### config.mk
export PLATFORM = sky130hd
export DESIGN_NAME = mem_arbiter
export DESIGN_NICKNAME = d
export VERILOG_FILES = /design/src/rtl/mem_arbiter.sv
export SDC_FILE = /design/constraint.sdc
export NUM_CORES = 1
export LEC_CHECK = 0
export CELL_PAD_IN_SITES_DETAIL_PLACEMENT = 1
export CELL_PAD_IN_SITES_GLOBAL_PLACEMENT = 2
export CORE_AREA = 2 2 292 294
export DETAILED_ROUTE_END_ITERATION = 12
export DIE_AREA = 0 0 294 296
export PLACE_DENSITY_LB_ADDON = 0.1
export RECOVER_POWER = 25
export SYNTH_ARGS = -nofsm -noshare
export SYNTH_HDL_FRONTEND = slang
export SYNTH_SLANG_ARGS = --single-unit
### constraint.sdc
create_clock -name clk -period 15.44 [get_ports clk]
set_input_delay 3.088 -clock clk [delete_from_list [all_inputs] [get_ports clk]]
set_output_delay 3.088 -clock clk [all_outputs]
set_load 0.005 [all_outputs]
### src/rtl/mem_arbiter.sv
// Two-port line arbiter: instruction and data cache share one backing memory.
// One transaction is in flight at a time. Conflicts alternate on a one-bit
// last-grant register. Grants are combinational while idle.
module mem_arbiter #(
  parameter int ADDR_WIDTH = 32,
  parameter int LINE_BYTES = 16
) (
  input  logic                    clk,
  input  logic                    rst,
  input  logic                    ic_req,
  input  logic [ADDR_WIDTH-1:0]   ic_addr,
  output logic                    ic_gnt,
  output logic                    ic_rvalid,
  output logic [LINE_BYTES*8-1:0] ic_rdata,
  input  logic                    dc_req,
  input  logic                    dc_we,
  input  logic [ADDR_WIDTH-1:0]   dc_addr,
  input  logic [LINE_BYTES*8-1:0] dc_wdata,
  output logic                    dc_gnt,
  output logic                    dc_rvalid,
  output logic [LINE_BYTES*8-1:0] dc_rdata,
  output logic                    mem_req,
  output logic                    mem_we,
  output logic [ADDR_WIDTH-1:0]   mem_addr,
  output logic [LINE_BYTES*8-1:0] mem_wdata,
  input  logic                    mem_ack,
  input  logic [LINE_BYTES*8-1:0] mem_rdata
);

  localparam int LW = LINE_BYTES * 8;
  // Clears the byte-within-line offset bits.
  localparam logic [ADDR_WIDTH-1:0] LINE_MASK = ~ADDR_WIDTH'(LINE_BYTES - 1);
  localparam logic OWN_IC = 1'b0;
  localparam logic OWN_DC = 1'b1;

  typedef enum logic {IDLE, BUSY} state_t;

  state_t                state_q, state_d;
  logic                  owner_q, owner_d;
  logic                  last_grant_q, last_grant_d;
  logic                  mem_req_q, mem_req_d;
  logic                  mem_we_q, mem_we_d;
  logic [ADDR_WIDTH-1:0] mem_addr_q, mem_addr_d;
  logic [LW-1:0]         mem_wdata_q, mem_wdata_d;
  logic                  ic_rvalid_q, ic_rvalid_d;
  logic                  dc_rvalid_q, dc_rvalid_d;
  logic [LW-1:0]         ic_rdata_q, ic_rdata_d;
  logic [LW-1:0]         dc_rdata_q, dc_rdata_d;
  logic                  sel_ic, sel_dc;

  // Idle-only requester selection; a conflict goes to whoever was not granted last.
  always_comb begin
    sel_ic = 1'b0;
    sel_dc = 1'b0;
    if (state_q == IDLE) begin
      if (ic_req && dc_req) begin
        if (last_grant_q == OWN_DC) sel_ic = 1'b1;
        else                        sel_dc = 1'b1;
      end else if (ic_req) begin
        sel_ic = 1'b1;
      end else if (dc_req) begin
        sel_dc = 1'b1;
      end
    end
  end

  // Grants are suppressed while reset is held, even if requests are present.
  assign ic_gnt = sel_ic & ~rst;
  assign dc_gnt = sel_dc & ~rst;

  // Next-state: launch on grant, retire on ack; rvalid defaults to a single pulse.
  always_comb begin
    state_d      = state_q;
    owner_d      = owner_q;
    last_grant_d = last_grant_q;
    mem_req_d    = mem_req_q;
    mem_we_d     = mem_we_q;
    mem_addr_d   = mem_addr_q;
    mem_wdata_d  = mem_wdata_q;
    ic_rvalid_d  = 1'b0;
    dc_rvalid_d  = 1'b0;
    ic_rdata_d   = ic_rdata_q;
    dc_rdata_d   = dc_rdata_q;
    case (state_q)
      IDLE: begin
        if (sel_ic || sel_dc) begin
          state_d      = BUSY;
          owner_d      = sel_dc ? OWN_DC : OWN_IC;
          last_grant_d = sel_dc ? OWN_DC : OWN_IC;
          mem_req_d    = 1'b1;
          mem_we_d     = sel_dc & dc_we;
          mem_addr_d   = (sel_dc ? dc_addr : ic_addr) & LINE_MASK;
          mem_wdata_d  = sel_dc ? dc_wdata : '0;
        end
      end
      BUSY: begin
        if (mem_ack) begin
          state_d   = IDLE;
          mem_req_d = 1'b0;
          mem_we_d  = 1'b0;
          if (owner_q == OWN_DC) begin
            dc_rvalid_d = 1'b1;
            dc_rdata_d  = mem_we_q ? '0 : mem_rdata;
          end else begin
            ic_rvalid_d = 1'b1;
            ic_rdata_d  = mem_rdata;
          end
        end
      end
      default: state_d = IDLE;
    endcase
  end

  // State and registered outputs; reset aborts any transaction in flight.
  always_ff @(posedge clk or posedge rst) begin
    if (rst) begin
      state_q      <= IDLE;
      owner_q      <= OWN_IC;
      last_grant_q <= OWN_DC;
      mem_req_q    <= 1'b0;
      mem_we_q     <= 1'b0;
      mem_addr_q   <= '0;
      mem_wdata_q  <= '0;
      ic_rvalid_q  <= 1'b0;
      dc_rvalid_q  <= 1'b0;
      ic_rdata_q   <= '0;
      dc_rdata_q   <= '0;
    end else begin
      state_q      <= state_d;
      owner_q      <= owner_d;
      last_grant_q <= last_grant_d;
      mem_req_q    <= mem_req_d;
      mem_we_q     <= mem_we_d;
      mem_addr_q   <= mem_addr_d;
      mem_wdata_q  <= mem_wdata_d;
      ic_rvalid_q  <= ic_rvalid_d;
      dc_rvalid_q  <= dc_rvalid_d;
      ic_rdata_q   <= ic_rdata_d;
      dc_rdata_q   <= dc_rdata_d;
    end
  end

  assign mem_req   = mem_req_q;
  assign mem_we    = mem_we_q;
  assign mem_addr  = mem_addr_q;
  assign mem_wdata = mem_wdata_q;
  assign ic_rvalid = ic_rvalid_q;
  assign dc_rvalid = dc_rvalid_q;
  assign ic_rdata  = ic_rdata_q;
  assign dc_rdata  = dc_rdata_q;

endmodule

==> results summary <==
The largest total area in the synthesized netlist belongs to sky130_fd_sc_hd__dfrtp_1. The share of synthesized registers carrying an async set or reset is 100%. Of all nets on the critical path, the largest fanout is 16. The run finished, with violations left. In the final routed layout, each cell accounts on average for between 20 and 25 um.

In the post-synthesis netlist, the cell with the most instances is sky130_fd_sc_hd__dfrtp_1. The count of final hold-check violations is 0. The initial DRC count came out at 350. The top cell type by area accounts for 65.1% of the synthesized area. The post-route clock period utilization is 54.3%. The relative max-transition margin came out at -78.5%. The floorplan step defined a die boundary enclosing 87000 um^2.

Synthesis produced 1235 cells. STA classifies the critical path endpoint as a primary output. In this run the power spent charging and discharging nets is around 1.6 mW.

The kind of path behind the tightest hold check is flop to flop. The total of buffers placed on input and output ports came out at 735. Leaving out filler cells and counting taps, the final layout contains 3077.

The deepest clock path buffer count came out at 3. In this run, the combinational gates consume around two fifths of the power. The number of sinks handled by clock tree synthesis is around 420. The checks that failed: capacitance limit, slew limit. The total number of yosys warnings is 0. The initial antenna violation count came to 16. The initial cell density of the core is 19.1%.

The critical path is of the primary input to primary output type. Routability-driven placement finished with a final weighted congestion of about 0.74. The flop and latch count out of synthesis is 419. The global-route total usage across every layer came out at around 15%.

The aggregate routed wire length came out at 69.0 mm. In this run the core area contains 107 standard-cell rows. The critical path contains buffers and inverters numbering 3 combined. The number of I/O pins came out at 748. The y dimension of the die is slightly below 300 um. The layout-stage area growth over the synthesis result is 62.3%. Setup violations remaining at the end of the flow were counted as 0. The number of detailed-route iterations in the first pass is 4. The worst-case IR drop observed on VDD is 0.0772 mV. Among all stages on the critical path, the largest delay is contributed by sky130_fd_sc_hd__clkinvlp_2. The signal arrival time at the worst endpoint came out at 5.29 ns. The max-cap violation count came out at 1. The clock-pin slew on the worst setup and hold paths came out at 0.06 ns. TritonCTS built the clock tree. The global-route wire length before repair came out at 98.5 mm. The total area inside the core boundary comes to ~84000 um^2.

In this run the static leakage power is about 11 nW. After synthesis, the netlist uses 25 different library cells. The overflow left after global routing is 0. For the final routed database, the setup TNS stands at 0 ns.

The number of setup buffers added after CTS came out at 0. The proportion of power drawn by the clock network came out at about a quarter. The final max-slew violation count is 73. Across all layers, the routed design uses 12500 vias.

The kind of cell adding the most delay to the critical path is buffers and inverters. The number of nets still failing antenna checks after routing came out at 0. The pin count of the biggest net entering global routing came out at 151. The part of the total power dissipated in sequential elements came out at 36.6%. Of the total power, the share spent switching nets is 30.9%. Setup repair after global routing left no endpoint under its margin. For this design the ratio of total power to cell area is between 150 and 200 nW/um^2.

The cell at the root of the clock tree is sky130_fd_sc_hd__clkbuf_16. The H-tree depth is 2. The cell total after placement is a little under 3000. The completed layout was analyzed and its total power is 5.04 mW. In this run, post-CTS hold repair placed 0 buffers. The remaining design rule violation count came out at 0. The data required time of the worst path came out at about 12 ns.

The number of synthesized flops with an enable pin came out at 0. The longest individual stage delay on the worst path is 0.72 ns. The synthesized netlist occupies a cell area of 16100 um^2. Sorting the synthesized cells by area gives the leading types as sky130_fd_sc_hd__dfrtp_1 65%, sky130_fd_sc_hd__a22o_1 7.0%, sky130_fd_sc_hd__mux2_2 5.5%. The kind of start point of the critical path is a primary input.

The horizontal extent of the die came out at 294 um. Summed over all nets, the half-perimeter wirelength after detailed placement is 49.0 mm. The number of resized instances in the post-cts repair step came out at 0. The share of cells above drive strength 1 is approximately 8.6%.

Ranked by instance count, the synthesized netlist is headed by 418 x sky130_fd_sc_hd__dfrtp_1, 132 x sky130_fd_sc_hd__nand2_1, 130 x sky130_fd_sc_hd__nand2b_1, 130 x sky130_fd_sc_hd__o21ai_0, 128 x sky130_fd_sc_hd__a22o_1. At the pin with the least slew margin, the transition time is between 2 and 3 ns. The signal on the critical path passes through dlygate4sd3_1, clkinvlp_2, and2_1, clkdlybuf4s50_1. The latest clock arrival within the worst-skew pair came out at 0.61 ns. The top flip-flop cell by instance count after synthesis is sky130_fd_sc_hd__dfrtp_1. The clock period minus final worst setup slack is between 8 and 9 ns. On the final layout, the worst clock skew is 0.0205 ns. Internal power comes to about 3.5 mW. After detailed routing, the number of vias per cell comes to 4.07.

The number of global-route vias before repair is about 14000. The clock buffer count from CTS is 53. The net count reported at finish came out at 2270.

The sequential element share of the synthesized area came out at 65.2%. Timing would allow up to approximately 0.12 GHz. The per-instance average area after synthesis came out at 13.0 um^2.
-- stage by stage --
step | cell area, um^2 | util [%] | hold slack, ns | worst slack [ns]
6_report | 26100 | 31.0 | 0.476 | 7.06
5_1_grt | 26100 | 31.0 | 0.497 | 6.88
4_1_cts | 26100 | 31.0 | 0.483 | 7.48
3_5_place_dp | 24500 | 29.0 | 0.469 | 7.49
3_3_place_gp | 24500 | 29.0 | 0.462 | 7.49
2_1_floorplan | 16100 | - | 0.468 | 2.49
-- area by class of cell --
type / instances / area (um^2)
clock buffers: 84 / 1550
diodes: 6 / 15.0
well taps: 1090 / 1360
multi-input cells: 717 / 5070
fillers: 9217 / 58100
clock inverters: 8 / 95.1
repair buffers: 748 / 7480
flip-flops and latches: 419 / 10500
inverters: 5 / 25.0
-- path summary, 6_finish.rpt --
kind,from,end,slack [ns],depth (start not counted)
setup / recovery,rst,ic_gnt,7.06,4
hold / removal,dc_rdata[85],dc_rdata[85],0.48,2
setup reg to reg,state_q,dc_rdata[38],11.55,4
hold reg to reg,dc_rdata[85],dc_rdata[85],0.48,2
max in group asynchronous,rst,ic_rdata[66],9.51,5
min in group asynchronous,rst,mem_addr[9],3.09,2
-- worst min-delay path, cell delays in order (launching register included) --
cell and delay [ns]:
sky130_fd_sc_hd__dfrtp_1 0.34, sky130_fd_sc_hd__nand2_1 0.04, sky130_fd_sc_hd__o21ai_0 0.06
-- metal layers --
layer	routed length, um	vias up	track usage, %	part of all wire [%]
li1	-	5718	-	-
met1	26300	6241	17.2	38
met2	35200	453	26.9	51
met3	6170	93	6.24	8.9
met4	1280	16	3.83	1.8
met5	115	-	0	0.17
-- layout by cell type, fill, tap and decap left out, drive strengths merged, types with 3 or more instances in the layout --
master / synthesis / layout
clkdlybuf4s50: 0 / 732
dfrtp: 418 / 418
nand2: 132 / 132
nand2b: 130 / 130
o21ai: 130 / 130
a22o: 128 / 128
mux2: 128 / 128
clkbuf: 43 / 84
and2: 30 / 30
a221o: 28 / 28
buf: 54 / 13
diode: 0 / 6
clkinv: 0 / 6
inv: 5 / 5
conb: 1 / 4
dlygate4sd3: 0 / 3
-- registers in the layout, indices dropped and copies added (netlist names) --
signal	cells
mem_we	1
mem_req	1
ic_rdata	128
last_grant_q	1
ic_rvalid	1
owner_q	1
dc_rdata	128
dc_rvalid	1
state_q	1
mem_addr	28
mem_wdata	128
-- power groups by stage --
stage,Combinational (mW),Sequential (mW),Clock [mW]
2_1_floorplan,0.602,1.87,0
3_3_place_gp,2.05,1.84,0
3_5_place_dp,2.05,1.86,0
4_1_cts,2.06,1.85,1.27
5_1_grt,2.16,1.92,1.31
6_report,1.99,1.84,1.20
-- cells by family (layout without fill, tap and decap cells) --
group / after synthesis / count (layout) / share of synthesized area (%)
simple gates: 294 / 294 / 9.38
buf+inv: 102 / 845 / 3.39
other cells: 1 / 10 / 0.0233
flops: 419 / 419 / 65.2
compound gates: 291 / 291 / 13.0
mux: 128 / 128 / 8.97
(Power assumes the default switching activity.)
